$ cat config.mk
export PLATFORM = sky130hd
export DESIGN_NAME = hada_quot_rem
export DESIGN_NICKNAME = d
export VERILOG_FILES = /design/src/rtl/hada_div_pkg.sv /design/src/rtl/hada_div_step.sv /design/src/rtl/hada_quot_rem.sv
export SDC_FILE = /design/constraint.sdc
export NUM_CORES = 1
export LEC_CHECK = 0
export CORE_MARGIN = 2
export CORE_UTILIZATION = 55
export CTS_BUF_LIST = sky130_fd_sc_hd__clkbuf_4
export DETAILED_ROUTE_END_ITERATION = 16
export PLACE_DENSITY = 0.73
export SYNTH_ARGS = -nofsm -noshare
export SYNTH_HDL_FRONTEND = slang
export SYNTH_SLANG_ARGS = --single-unit
$ cat constraint.sdc
create_clock -name clk -period 7.6 [get_ports clk]
set_input_delay 1.52 -clock clk [delete_from_list [all_inputs] [get_ports clk]]
set_output_delay 1.52 -clock clk [all_outputs]
set_load 0.005 [all_outputs]
$ cat src/rtl/hada_div_pkg.sv
// Shared types and helpers for the iterative quot/rem divider.
package hada_div_pkg;

  // Widest operand the helpers below are written for.
  localparam int unsigned MaxWidth = 64;

  typedef enum logic [1:0] {
    IDLE,
    CALC,
    FIX,
    DONE
  } div_state_t;

  // Counter width for a WIDTH-step iteration, counting WIDTH-1 down to 0.
  function automatic int unsigned cnt_width(input int unsigned width);
    return (width > 1) ? $clog2(width) : 1;
  endfunction

  // Low `width` bits set.
  function automatic logic [MaxWidth-1:0] width_mask(input int unsigned width);
    return (width >= MaxWidth) ? '1 : ((64'd1 << width) - 64'd1);
  endfunction

  // Magnitude of a width-bit value; |minBound| = 2^(width-1) still fits unsigned.
  function automatic logic [MaxWidth-1:0] mag(input logic [MaxWidth-1:0] v,
                                              input int unsigned width,
                                              input logic is_signed);
    logic [MaxWidth-1:0] m;
    m = width_mask(width);
    if (is_signed && v[width-1]) begin
      return (~v + 64'd1) & m;
    end
    return v & m;
  endfunction

  // Two's-complement negate when cond is set, wrapping to width bits.
  function automatic logic [MaxWidth-1:0] neg_if(input logic [MaxWidth-1:0] v,
                                                 input logic cond,
                                                 input int unsigned width);
    logic [MaxWidth-1:0] m;
    m = width_mask(width);
    return cond ? ((~v + 64'd1) & m) : (v & m);
  endfunction

endpackage

$ cat src/rtl/hada_div_step.sv
// One radix-2 restoring division step on unsigned magnitudes.
module hada_div_step #(
  parameter int unsigned WIDTH = 32
) (
  input  logic [WIDTH-1:0] i_rem,
  input  logic             i_dividend_bit,
  input  logic [WIDTH-1:0] i_divisor,
  output logic [WIDTH-1:0] o_rem,
  output logic             o_q_bit
);

  // One extra bit: the shifted partial remainder can reach 2*divisor-1.
  logic [WIDTH:0] w_shifted;
  logic [WIDTH:0] w_diff;

  assign w_shifted = {i_rem, i_dividend_bit};
  assign w_diff    = w_shifted - {1'b0, i_divisor};

  // Trial subtraction succeeded when the difference is non-negative.
  assign o_q_bit = ~w_diff[WIDTH];
  assign o_rem   = o_q_bit ? w_diff[WIDTH-1:0] : w_shifted[WIDTH-1:0];

endmodule

$ cat src/rtl/hada_quot_rem.sv
// Iterative quotRem / divMod unit: WIDTH restoring steps, then a sign-fixup cycle.
module hada_quot_rem #(
  parameter int unsigned WIDTH  = 32,
  parameter bit          SIGNED = 1'b1
) (
  input  logic             clk,
  input  logic             rst_n,
  input  logic             in_valid,
  output logic             in_ready,
  input  logic [WIDTH-1:0] a,
  input  logic [WIDTH-1:0] b,
  input  logic             floor_mode,
  output logic             out_valid,
  input  logic             out_ready,
  output logic [WIDTH-1:0] q,
  output logic [WIDTH-1:0] r,
  output logic             div_by_zero
);

  import hada_div_pkg::*;

  localparam int unsigned CntW = cnt_width(WIDTH);

  div_state_t       r_state;
  div_state_t       w_next_state;
  logic [CntW-1:0]  r_cnt;
  logic [WIDTH-1:0] r_dvd;
  logic [WIDTH-1:0] r_dvs;
  logic [WIDTH-1:0] r_rem;
  logic [WIDTH-1:0] r_quo;
  logic             r_sign_a;
  logic             r_sign_b;
  logic             r_floor;
  logic [WIDTH-1:0] r_q;
  logic [WIDTH-1:0] r_r;
  logic             r_dbz;

  logic             w_accept;
  logic             w_b_zero;
  logic [63:0]      w_mag_a;
  logic [63:0]      w_mag_b;
  logic [WIDTH-1:0] w_step_rem;
  logic             w_step_q;
  logic [63:0]      w_q_trunc;
  logic [63:0]      w_r_trunc;
  logic [63:0]      w_b_orig;
  logic             w_do_floor;
  logic [WIDTH-1:0] w_q_fix;
  logic [WIDTH-1:0] w_r_fix;

  assign w_accept = in_valid && in_ready;
  assign w_b_zero = (b == '0);
  assign w_mag_a  = mag(64'(a), WIDTH, SIGNED);
  assign w_mag_b  = mag(64'(b), WIDTH, SIGNED);

  hada_div_step #(
    .WIDTH(WIDTH)
  ) u_step (
    .i_rem         (r_rem),
    .i_dividend_bit(r_dvd[WIDTH-1]),
    .i_divisor     (r_dvs),
    .o_rem         (w_step_rem),
    .o_q_bit       (w_step_q)
  );

  // Sign fixup: truncating result first, then the floor correction. The sign
  // flags are only ever set when SIGNED, so unsigned units pass straight through.
  assign w_q_trunc  = neg_if(64'(r_quo), r_sign_a ^ r_sign_b, WIDTH);
  assign w_r_trunc  = neg_if(64'(r_rem), r_sign_a, WIDTH);
  assign w_b_orig   = neg_if(64'(r_dvs), r_sign_b, WIDTH);
  assign w_do_floor = SIGNED && r_floor && (r_rem != '0) && (r_sign_a != r_sign_b);
  assign w_q_fix    = w_do_floor ? (w_q_trunc[WIDTH-1:0] - WIDTH'(1)) : w_q_trunc[WIDTH-1:0];
  assign w_r_fix    = w_do_floor ? (w_r_trunc[WIDTH-1:0] + w_b_orig[WIDTH-1:0])
                                 : w_r_trunc[WIDTH-1:0];

  // State register.
  always_ff @(posedge clk or negedge rst_n) begin
    if (!rst_n) begin
      r_state <= IDLE;
    end else begin
      r_state <= w_next_state;
    end
  end

  // Next-state logic.
  always_comb begin
    w_next_state = r_state;
    unique case (r_state)
      IDLE: if (w_accept) w_next_state = w_b_zero ? DONE : CALC;
      CALC: if (r_cnt == '0) w_next_state = FIX;
      FIX:  w_next_state = DONE;
      DONE: if (out_ready) w_next_state = IDLE;
      default: w_next_state = IDLE;
    endcase
  end

  // Handshake outputs decoded from state.
  always_comb begin
    in_ready  = (r_state == IDLE);
    out_valid = (r_state == DONE);
  end

  // Datapath: operand capture, restoring iteration, fixup and result hold.
  always_ff @(posedge clk or negedge rst_n) begin
    if (!rst_n) begin
      r_cnt    <= '0;
      r_dvd    <= '0;
      r_dvs    <= '0;
      r_rem    <= '0;
      r_quo    <= '0;
      r_sign_a <= 1'b0;
      r_sign_b <= 1'b0;
      r_floor  <= 1'b0;
      r_q      <= '0;
      r_r      <= '0;
      r_dbz    <= 1'b0;
    end else begin
      unique case (r_state)
        IDLE: begin
          if (w_accept) begin
            if (w_b_zero) begin
              r_q   <= '0;
              r_r   <= a;
              r_dbz <= 1'b1;
            end else begin
              r_dvd    <= w_mag_a[WIDTH-1:0];
              r_dvs    <= w_mag_b[WIDTH-1:0];
              r_rem    <= '0;
              r_quo    <= '0;
              r_sign_a <= SIGNED && a[WIDTH-1];
              r_sign_b <= SIGNED && b[WIDTH-1];
              r_floor  <= floor_mode;
              r_cnt    <= CntW'(WIDTH - 1);
            end
          end
        end
        CALC: begin
          r_rem <= w_step_rem;
          r_quo <= {r_quo[WIDTH-2:0], w_step_q};
          r_dvd <= {r_dvd[WIDTH-2:0], 1'b0};
          if (r_cnt != '0) r_cnt <= r_cnt - CntW'(1);
        end
        FIX: begin
          r_q <= w_q_fix;
          r_r <= w_r_fix;
        end
        DONE: begin
          if (out_ready) r_dbz <= 1'b0;
        end
        default: ;
      endcase
    end
  end

  assign q           = r_q;
  assign r           = r_r;
  assign div_by_zero = r_dbz;

endmodule

Word level (Yosys, flattened, before mapping):

Cells that the tools add are included.

* ROM bits: 0
* bits of input ports: 69
* latch bits: 0
* memories: 0
* logic and storage cells: 94
* register bits after elaboration: 203
* output and inout port bits: 67
* memory bits (writable): 0

* reductions and logical operators: 17
* $add $sub $neg: 9
* multiplexer cells: 38
* shift-type cells: 0
* multiply operators: 0
* eq/ne operators: 10
* div/mod/pow operators: 0
* bitwise logic cells: 8
* $lt $le $gt $ge: 0

Operator list (count)
* 32-bit 2-to-1 mux: 18
* 32-bit one-hot mux with 2 select lines: 5
* 32-bit by 1-bit adder with 32-bit output, second input constant: 5
* 32-bit inverter: 5
* 33-bit by 32-bit subtractor with 33-bit output: 1
* 32-bit adder: 1
* 32-bit zero test: 1
* 32-bit nonzero test: 1
* 32-bit by 1-bit subtractor with 32-bit output, second input constant: 1
* 5-bit 2-to-1 mux: 3
* 3-bit AND reduction: 4
* 5-bit one-hot mux with 2 select lines: 1
* 2-bit 2-to-1 mux: 4
* 2-bit one-hot mux with 4 select lines: 1
* 4-bit AND reduction: 2
* 2-bit by 1-bit != test with 1-bit output, second input constant: 3
* 2-bit != test, second input constant: 3
* 2-bit nonzero test: 3
* 5-bit zero test: 1
* 1-bit 2-to-1 mux: 5
* 5-bit nonzero test: 1
* 5-bit by 1-bit subtractor with 5-bit output, second input constant: 1
* 2-bit equality test, second input constant: 2
* 1-bit logical AND: 3
* other kinds (6): 7

Longest topological paths before layout:

Gate-level depths: netlist of run 1.

* word-level depth: 7
* mapped depth: 21

Cells and area by module:

From an unflattened synthesis of run 1, not the netlist that was laid out.

* cells, all modules: 2109
* area total of the unflattened synthesis: 16719.8 um2

By module, submodules not included
* hada_quot_rem: cells an instance 1801, instances 1, sequential area each 5079.9 um2, area each 14413.8 um2
* hada_div_step: cells an instance 308, instances 1, sequential area each 0.0 um2, area each 2306.0 um2

Worst setup path after synthesis of run 1:

No wires, ideal clock.

* kind: input-to-reg
* from: input a[4]
* to: register r_dvd[26]
* data arrival time: 4454 ps
* setup slack: 3020 ps
* library setup time: 126 ps
* required time: 7474 ps
* stages: 9
* cells stage by stage: or4_1 or4_1 or3_1 or3_1 or3_1 o41ai_1 xor2_1 a211oi_1 a221o_1

* cells in the longest elaborated chain, start to end: 7

RTL lines
* start, declared: line hada_quot_rem.sv:10 `input logic [WIDTH-1:0] a,`
* 32-bit inverter: line hada_div_pkg.sv:31 `return (~v + 64'd1) & m;`
* 32-bit by 1-bit adder with 32-bit output: line hada_div_pkg.sv:31
* 32-bit 2-to-1 mux: line hada_div_pkg.sv:30 `if (is_signed && v[width-1]) begin`
* 32-bit 2-to-1 mux: line hada_div_pkg.sv:33 `return v & m;`
* 32-bit 2-to-1 mux: line hada_quot_rem.sv:121 `if (w_b_zero) begin`
* 32-bit 2-to-1 mux: line hada_quot_rem.sv:120 `if (w_accept) begin`
* 32-bit one-hot mux with 2 select lines: line hada_quot_rem.sv:118 `unique case (r_state)`
* end signal, assigned: line hada_quot_rem.sv:126 `r_dvd <= w_mag_a[WIDTH-1:0];`
* end signal, assigned: line hada_quot_rem.sv:140 `r_dvd <= {r_dvd[WIDTH-2:0], 1'b0};`
* end, declared: line hada_quot_rem.sv:27 `logic [WIDTH-1:0] r_dvd;`

No other way between the ends. The select of a mux whose other input is x is not followed.
A chain may end at the register's enable or synchronous reset.

Worst setup path in the final report of run 1:

* from: input b[6]
* to: register r_quo[2]

* cells in the longest elaborated chain, start to end: 3

RTL lines
* start, declared: line hada_quot_rem.sv:11 `input logic [WIDTH-1:0] b,`
* 32-bit zero test: line hada_quot_rem.sv:52 `assign w_b_zero = (b == '0);`
* 2-bit != test (no source line)
* 3-bit AND reduction (no source line)
* end signal, assigned: line hada_quot_rem.sv:139 `r_quo <= {r_quo[WIDTH-2:0], w_step_q};`
* end, declared: line hada_quot_rem.sv:30 `logic [WIDTH-1:0] r_quo;`

No other way between the ends.

==> results of run 1 <==
[power by group]
part / total [mW] / internal [mW] / leakage (nW) / switching (mW)
clock: 1.02 / 0.545 / 0.434 / 0.474
sequential: 1.64 / 1.37 / 2.62 / 0.273
combinational: 3.64 / 1.41 / 5.35 / 2.23
total: 6.30 / 3.33 / 8.41 / 2.97
[registers in the layout, summed over array words and instances (netlist names)]
signal       cells
q               32
r               32
r_dvd           32
r_dvs           32
r_quo           32
r_rem           32
r_cnt            5
r_state          2
div_by_zero      1
r_floor          1
r_sign_a         1
r_sign_b         1
[cell type report]
cell class / instances / area [sq um]
Sequential cell: 203 / 5080
Antenna cell: 1 / 2.50
Timing Repair Buffer: 153 / 1490
Clock buffer: 86 / 646
Fill cell: 2590 / 10800
Multi-Input combinational cell: 1627 / 10500
Tap cell: 390 / 488
Inverter: 89 / 334
Clock inverter: 13 / 81.3
[tightest hold or removal path, stage by stage, from the launching register on]
cell and delay [ns]:
sky130_fd_sc_hd__dfrtp_1 0.34, sky130_fd_sc_hd__nand2_1 0.05, sky130_fd_sc_hd__nand2_1 0.05
[metal layers]
metal / track usage (%) / vias up / wire length, microns
li1: - / 7450 / -
met1: 40.6 / 7237 / 20700
met2: 45.2 / 455 / 19600
met3: 3.42 / 66 / 2660
met4: 6.75 / 0 / 735
met5: 0 / - / 0
[metrics by stage]
stage | worst slack (ns) | total power [mW] | utilization (%) | instance area, sq um | cells
6_report | 2.18 | 6.30 | 63.4 | 18600 | 2562
5_1_grt | 1.81 | 6.79 | 63.4 | 18600 | 2562
4_1_cts | 2.23 | 6.28 | 63.4 | 18600 | 2561
3_5_place_dp | 1.48 | 5.24 | 60.9 | 17900 | 2462
3_3_place_gp | 1.61 | 5.15 | 60.9 | 17900 | 2462
2_1_floorplan | 3.02 | 4.19 | - | 16300 | 2027
[worst paths after layout]
kind	from	to	cells after the start
worst max-delay path	b[6]	r_quo[2]	14
worst min-delay path	r[3]	r[3]	2
worst max register to register	r_rem[0]	r[31]	19
worst min register to register	r[3]	r[3]	2
max in group asynchronous	rst_n	r_dvs[17]	2
min in group asynchronous	rst_n	r_dvd[4]	1
[cell usage after synthesis, types with 10 or more instances]
cell type                  count
sky130_fd_sc_hd__nand2_1     266
sky130_fd_sc_hd__dfrtp_1     203
sky130_fd_sc_hd__nor2_1      172
sky130_fd_sc_hd__o21ai_0     161
sky130_fd_sc_hd__xnor2_1     156
sky130_fd_sc_hd__a21oi_1     130
sky130_fd_sc_hd__xor2_1       95
sky130_fd_sc_hd__inv_1        88
sky130_fd_sc_hd__clkbuf_1     85
sky130_fd_sc_hd__ha_1         71
sky130_fd_sc_hd__nand3_1      58
sky130_fd_sc_hd__o31ai_1      57
sky130_fd_sc_hd__mux2i_1      45
sky130_fd_sc_hd__o22ai_1      32
sky130_fd_sc_hd__nor3_1       30
sky130_fd_sc_hd__a21o_1       29
sky130_fd_sc_hd__or3_1        28
sky130_fd_sc_hd__a211oi_1     23
sky130_fd_sc_hd__a31oi_1      21
sky130_fd_sc_hd__o41ai_1      20
sky130_fd_sc_hd__and3_1       18
sky130_fd_sc_hd__or4_1        17
sky130_fd_sc_hd__nor2b_1      15
sky130_fd_sc_hd__nand2b_1     14
sky130_fd_sc_hd__nor4_1       12
sky130_fd_sc_hd__a41oi_1      11
sky130_fd_sc_hd__buf_2        11
sky130_fd_sc_hd__nand4_1      10
sky130_fd_sc_hd__o21bai_1     10
[cells by family after synthesis]
| family | Yosys count |
|---|---|
| buffers and inverters | 197 |
| AND/OR/NAND/NOR | 685 |
| flip-flops | 203 |
| XOR/XNOR | 253 |
| adder cells (fa/ha/maj) | 75 |
| multiplexers | 48 |
| AO/OA/AOI/OAI | 566 |
==> run summary, run 1 <==
The clock passes through at most 3 buffers. The wire length of the first global-routing pass is 71700 microns. The number of register bits inferred by synthesis came out at 203. The largest area contributor in the netlist is sky130_fd_sc_hd__dfrtp_1. In this run the standard cell core region covers between 20000 and 30000 sq um. The async set-or-reset flop fraction in the synthesized netlist came out at 100%. The transition at the pin with the smallest max-transition slack is 1.11 ns.

Routability-driven placement finished with a final weighted congestion of between 0.9 and 1. The cell row count came out at 63. For the worst setup path, the data arrival time is 6.00 ns. The top cell types in the final layout, fill and taps aside, are sky130_fd_sc_hd__nand2_1, sky130_fd_sc_hd__dfrtp_1, sky130_fd_sc_hd__nor2_1. The signal on the critical path passes through clkdlybuf4s50_1 > or4_1 > nor4_1 > or3b_2 > nor2_1 > nand3_1 > nor4_2 > buf_4 > nor2_4 > buf_4 > a21oi_4 > buf_4 > nand2_1 > o31ai_1. The worst setup path is captured at a register. The number of top-level pins came out at 136.

The detailed placer's ending HPWL is 32000 microns. The number of optimization iterations in the first detailed-route pass is 6. The count of buffering cells on the critical path with inverters included came out at 4. TritonCTS built the clock tree. The cell count after synthesis came out at 2027.

Entering global routing, the biggest net connects 126 pins. The global-route usage over all layers came out at 28.1%. Between clock sinks in the finished design, the worst skew comes to 0.0331 ns. The run finished with clean final reports. The mean area per synthesized cell came out at 8.04 sq um.

In the synthesized netlist the dominant register cell turns out to be sky130_fd_sc_hd__dfrtp_1. The top cell type by area accounts for 31.2% of the synthesized area. The synthesized-area fraction occupied by and/or/nand/nor cells is 19.6%.

Buffers inserted during clock tree synthesis total 56. Yosys attributes the largest share of cell area to sky130_fd_sc_hd__dfrtp_1, sky130_fd_sc_hd__xnor2_1, sky130_fd_sc_hd__nand2_1. Measured against its own limit, the worst slew margin works out to 25.8%. The max-slew violation count is 0.

The post-synthesis compound-gate area fraction came out at 21.9%. The number of global-route vias before repair came out at 14300. The count of clock tree sinks is 203. The initial antenna violation count came out at 1. The total wirelength of the detailed-routed design came out at around 44000 microns.

The leakage dissipation is 8.41 nW. The cell with the most instances on the worst path is sky130_fd_sc_hd__buf_4. The fraction of the yosys area taken by sequential cells is 31.2%. In this run the post-CTS setup repair buffer count came out at 0. Leaving out fill and tap cells, the most frequent cell in the layout is sky130_fd_sc_hd__nand2_1. The detailed-route via count is 15200. The achievable clock frequency came out at 0.185 GHz. The iteration-0 DRC count of the detailed router is roughly 1200.

The post-layout minimum cycle time is 5.42 ns. The starting utilization of the core area came out at 55.4%. From synthesis to final layout, the design area changed by 14.4%. The proportion of layout cells with a drive suffix above 1 is 7.28%. In this run the worst hold path is classified as register to register. The H-tree generated during clock tree synthesis spans 2 levels.

The synthesized netlist net count came out at roughly 2200. The area enclosed by the die boundary is between 30000 and 40000 sq um. The worst setup path is launched from an input port. The hold violation count in the final report came out at 0. The number of distinct standard cells referenced by the synthesized netlist is 87. The worst-case register-to-register setup slack is 2.50 ns. The residual overflow from global routing is 0. The maximum single-stage delay on the critical path came out at 0.86 ns. The critical path required time came out at 8.19 ns. The worst vdd rail ir drop is 0.000178 V. The final setup TNS came out at 0 ns. The synthesis warning total is 0. The largest family of logic cells by synthesized area is compound AO/OA/AOI/OAI gates. The share of synthesized cell area in full adder, half adder and majority cells is under 10%. Hold repair after CTS inserted 0 buffers. The count of flip-flops with a built-in enable after synthesis came out at 0. The root buffer cell chosen for the clock tree is sky130_fd_sc_hd__clkbuf_4. The family of cells with the greatest summed delay on the critical path is simple AND/OR/NAND/NOR gates. The clock-pin slew on the worst setup and hold paths is 0.06 ns. The xor-xnor portion of the synthesized cell area came out at 13.8%.

The final-layout worst hold slack came out at roughly 0.47 ns. The number of remaining DRC errors came out at 0. Max-cap violations in this run came to 0. Setup violations remaining at the end of the flow were counted as 0. The cell area after technology mapping is 16300 sq um. Setup repair after global routing left no endpoint under its margin.

For this design, the slowest cell found on the critical path is sky130_fd_sc_hd__a21oi_4. The horizontal die dimension came out at about 180 microns. The post-detailed-route wirelength per cell came out at roughly 17 microns. Once detail routing completed, the nets flagged for antenna violations numbered 0. At the end of the flow, the number of nets in the layout was 2272. Using the TritonRoute via totals, the vias-per-cell ratio works out to slightly below 6. In this run the tool buffered the top-level ports with 135 buffer cells. In the synthesized netlist, mux cells make up 2.97% of the area. In this run the worst path has a maximum fanout of 74. The power density of the placed cells came out at around 340 nW/um^2. By startpoint and endpoint, the worst setup path is classified as input port to register. The post-cts repair resize count came out at 0.

The clock latency on the worst-skew pair came out at slightly above 0.7 ns. Dividing the final minimum period by the clock period gives between 70% and 80%. The die height is 176 microns.
(Power assumes the default switching activity.)
==> inputs of run 2 (changes only) <==
==> constraint.sdc (replaced) <==
create_clock -name clk -period 5.1 [get_ports clk]
set_input_delay 1.02 -clock clk [delete_from_list [all_inputs] [get_ports clk]]
set_output_delay 1.02 -clock clk [all_outputs]
set_load 0.005 [all_outputs]
==> run summary, run 2 (synthesis results as in run 1) <==
The number of vias per cell came out at 5.97 (was 5.94). The horizontal die dimension is 176 microns (unchanged). The power density of the placed cells is 506 nW/um^2 (was 338 nW/um^2). The number of buffers created by CTS is 56 (unchanged). The proportion of layout cells with a drive suffix above 1 is 7.88% (was 7.28%). The number of top-level pins is 136 (unchanged). The detailed-route via count came to 15400 (was 15200). The kind of critical path is register to register (was input port to register). The worst slew margin relative to its limit is 26.9% (was 25.8%). The kind of start point of the critical path is a register (was input port). The residual overflow from global routing came out at 0 (unchanged). The global-route usage over all layers is 28.1% (about the same). The total instance count after detailed placement is 2478 (was 2462). The starting utilization of the core area came to 55.4% (unchanged).

The count of clock tree sinks is 203 (unchanged). The max-slew violation count is 0 (unchanged). The critical path required time is 5.69 ns (was 8.19 ns). The minimum setup slack after placement came out at 0.265 ns (was 1.48 ns). The growth of design area from synthesis to finish came out at 15.2% (was 14.4%). The type of the worst min-delay path was input port to async pin (was register to register). The non-filler instance count after layout was 2574 (was 2562).

The worst vdd rail ir drop came out at 0.000309 V (was 0.000178 V). The post-layout minimum cycle time is 4.76 ns. The initial antenna violation count is 1 (unchanged). The clock tree buffer depth came out at 3 (unchanged). The cell area after placement is 18100 sq um (was 17900 sq um). The die height came to 176 microns (unchanged). The leading cell type in the layout, fill and taps excluded was sky130_fd_sc_hd__nand2_1 (unchanged).

The number of H-tree levels came out at 2 (unchanged). The wire length of the first global-routing pass is 71500 microns (was 71700 microns). Dividing the final minimum period by the clock period gives 93.3%. The largest fanout of any net on the critical path came out at 6 (was 74). The worst reg-to-reg path cell count is 17 (was 19). Setup repair after global routing missed its margin: no (unchanged). The max-cap check violation count is 0 (unchanged).

The clock-pin slew on the worst setup and hold paths was 0.07 ns (was 0.06 ns). Based on the critical path, the design can be clocked at up to 0.210 GHz. The area enclosed by the die boundary came out at 31000 sq um (unchanged). The hold violation count in the final report is 0 (unchanged). The fill cell total of the finished layout came to 2560 (was 2590). The minimum setup slack in the final design is 0.343 ns (was 2.18 ns). The start of the worst register-to-register path was r_rem[1] (was r_rem[0]). The signal arrival time at the worst endpoint came out at 5.35 ns (was 6.00 ns).

The final standard cell area without fillers is 18800 sq um (was 18600 sq um). The final weighted congestion in routability-driven placement is 0.975 (was 0.929). The kind of end point of the critical path is a register (unchanged). Status: completed (unchanged). The capture instance of the worst register-to-register path is r[31] (unchanged). The maximum number of pins on one net before global-route repair came out at 109 (was 126). The worst-case register-to-register setup slack came to 0.34 ns (was 2.50 ns).

The total wirelength of the detailed-routed design came to 43900 microns (was 43700 microns). The clock latency on the worst-skew pair came to 0.72 ns (was 0.71 ns). The count of buffers from port buffering was 135 (unchanged). Most frequent cells in the layout: sky130_fd_sc_hd__nand2_1, sky130_fd_sc_hd__dfrtp_1, sky130_fd_sc_hd__nor2_1 (unchanged). The detailed placer's ending HPWL came out at 32900 microns (was 32000 microns). The number of setup violations in the final report is 0 (unchanged).

The area of the core came to 29400 sq um (unchanged). The final net count came to 2288 (was 2272). The final setup TNS came out at 0 ns (unchanged). The CTS root buffer is sky130_fd_sc_hd__clkbuf_4 (unchanged). The leakage dissipation came to 8.49 nW (was 8.41 nW). The post-detailed-route wirelength per cell is 17.0 microns (was 17.1 microns). The share of the core filled with cells in the final layout came out at 63.9% (was 63.4%). The cell row count was 63 (unchanged).

The final setup skew is 0.0575 ns (was 0.0331 ns). The number of global-route vias before repair is 14200 (was 14300). The transition at the pin with the smallest max-transition slack came out at 1.09 ns (was 1.11 ns). The source of the critical timing path is r_rem[1] (was b[6]). The number of optimization iterations in the first detailed-route pass came to 6 (unchanged). The antenna violation net count after detailed routing is 0 (unchanged). The TritonCTS clock tree is built (unchanged). The iteration-0 DRC count of the detailed router is 1503 (was 1244).

The number of remaining DRC errors is 0 (unchanged).
## run 2: cell count changes in the layout (fill, tap and decap cells not counted), moves of 2 or more
| cell | before | now |
|---|---|---|
| sky130_fd_sc_hd__clkinv_2 | 1 | 4 |
| sky130_fd_sc_hd__buf_12 | 0 | 4 |
| sky130_fd_sc_hd__clkbuf_4 | 86 | 81 |
| sky130_fd_sc_hd__buf_4 | 18 | 30 |
| sky130_fd_sc_hd__clkinv_1 | 10 | 8 |
## run 2: final cells by class
type | count | area, sq um | share of cell area [%]
Multi-Input combinational cell | 1627 | 10500 | 56.0
Clock inverter | 14 | 88.8 | 0.473
Sequential cell | 203 | 5080 | 27.0
Antenna cell | 1 | 2.50 | 0.0133
Inverter | 89 | 334 | 1.78
Timing Repair Buffer | 169 | 1660 | 8.84
Tap cell | 390 | 488 | 2.60
Clock buffer | 81 | 608 | 3.24
## run 2: through the flow
stage	hold WS, ns	total power [mW]
3_5_place_dp	0.463	7.93
3_3_place_gp	0.454	7.79
4_1_cts	0.428	9.46
2_1_floorplan	0.450	6.25
5_1_grt	0.455	10.2
6_report	0.419	9.51
## run 2: power breakdown
group,internal [mW],switching (mW)
clock network,0.773,0.716
registers,2.04,0.385
logic,2.20,3.40
total,5.01,4.50
## run 2: timing repair
item / CTS / global route
setup buffers: 0 / 0
resized for setup: 0 / 1
setup endpoints to repair: 0 / 1
hold buffers: 0 / 0
## run 2: how the worst max path moves through the flow
stage	cells past startpoint	slack [ns]	end
finish	17	0.34	r[31]
global route	19	0.07	r[31]
CTS	17	0.26	r[31]
detailed placement	17	0.27	r[31]
global placement	10	0.36	r_dvd[26]
floorplan	18	0.53	r[31]
## run 2: layer usage
layer | wire, microns | share of wire (%) | vias up | global-route usage (%)
li1 | - | - | 7480 | -
met3 | 3140 | 7.2 | 85 | 4.01
met5 | 0 | 0 | - | 0
met2 | 19100 | 44 | 573 | 43.5
met4 | 1140 | 2.6 | 0 | 9.19
met1 | 20400 | 47 | 7216 | 40.7
## run 2: worst max-delay path, cell delays in order (launching register included)
cell and delay (ns):
sky130_fd_sc_hd__dfrtp_1 0.44, sky130_fd_sc_hd__inv_1 0.13, sky130_fd_sc_hd__ha_1 0.18, sky130_fd_sc_hd__or3b_2 0.54, sky130_fd_sc_hd__or3_1 0.35, sky130_fd_sc_hd__o31a_1 0.25, sky130_fd_sc_hd__xor2_1 0.16, sky130_fd_sc_hd__ha_1 0.39
sky130_fd_sc_hd__nand2_1 0.08, sky130_fd_sc_hd__o21ai_0 0.35, sky130_fd_sc_hd__a311oi_2 0.20, sky130_fd_sc_hd__nand4_1 0.18, sky130_fd_sc_hd__a31oi_2 0.13, sky130_fd_sc_hd__o41ai_2 0.54, sky130_fd_sc_hd__o211a_1 0.22, sky130_fd_sc_hd__o211ai_2 0.11
sky130_fd_sc_hd__mux2i_1 0.14, sky130_fd_sc_hd__a211o_1 0.28
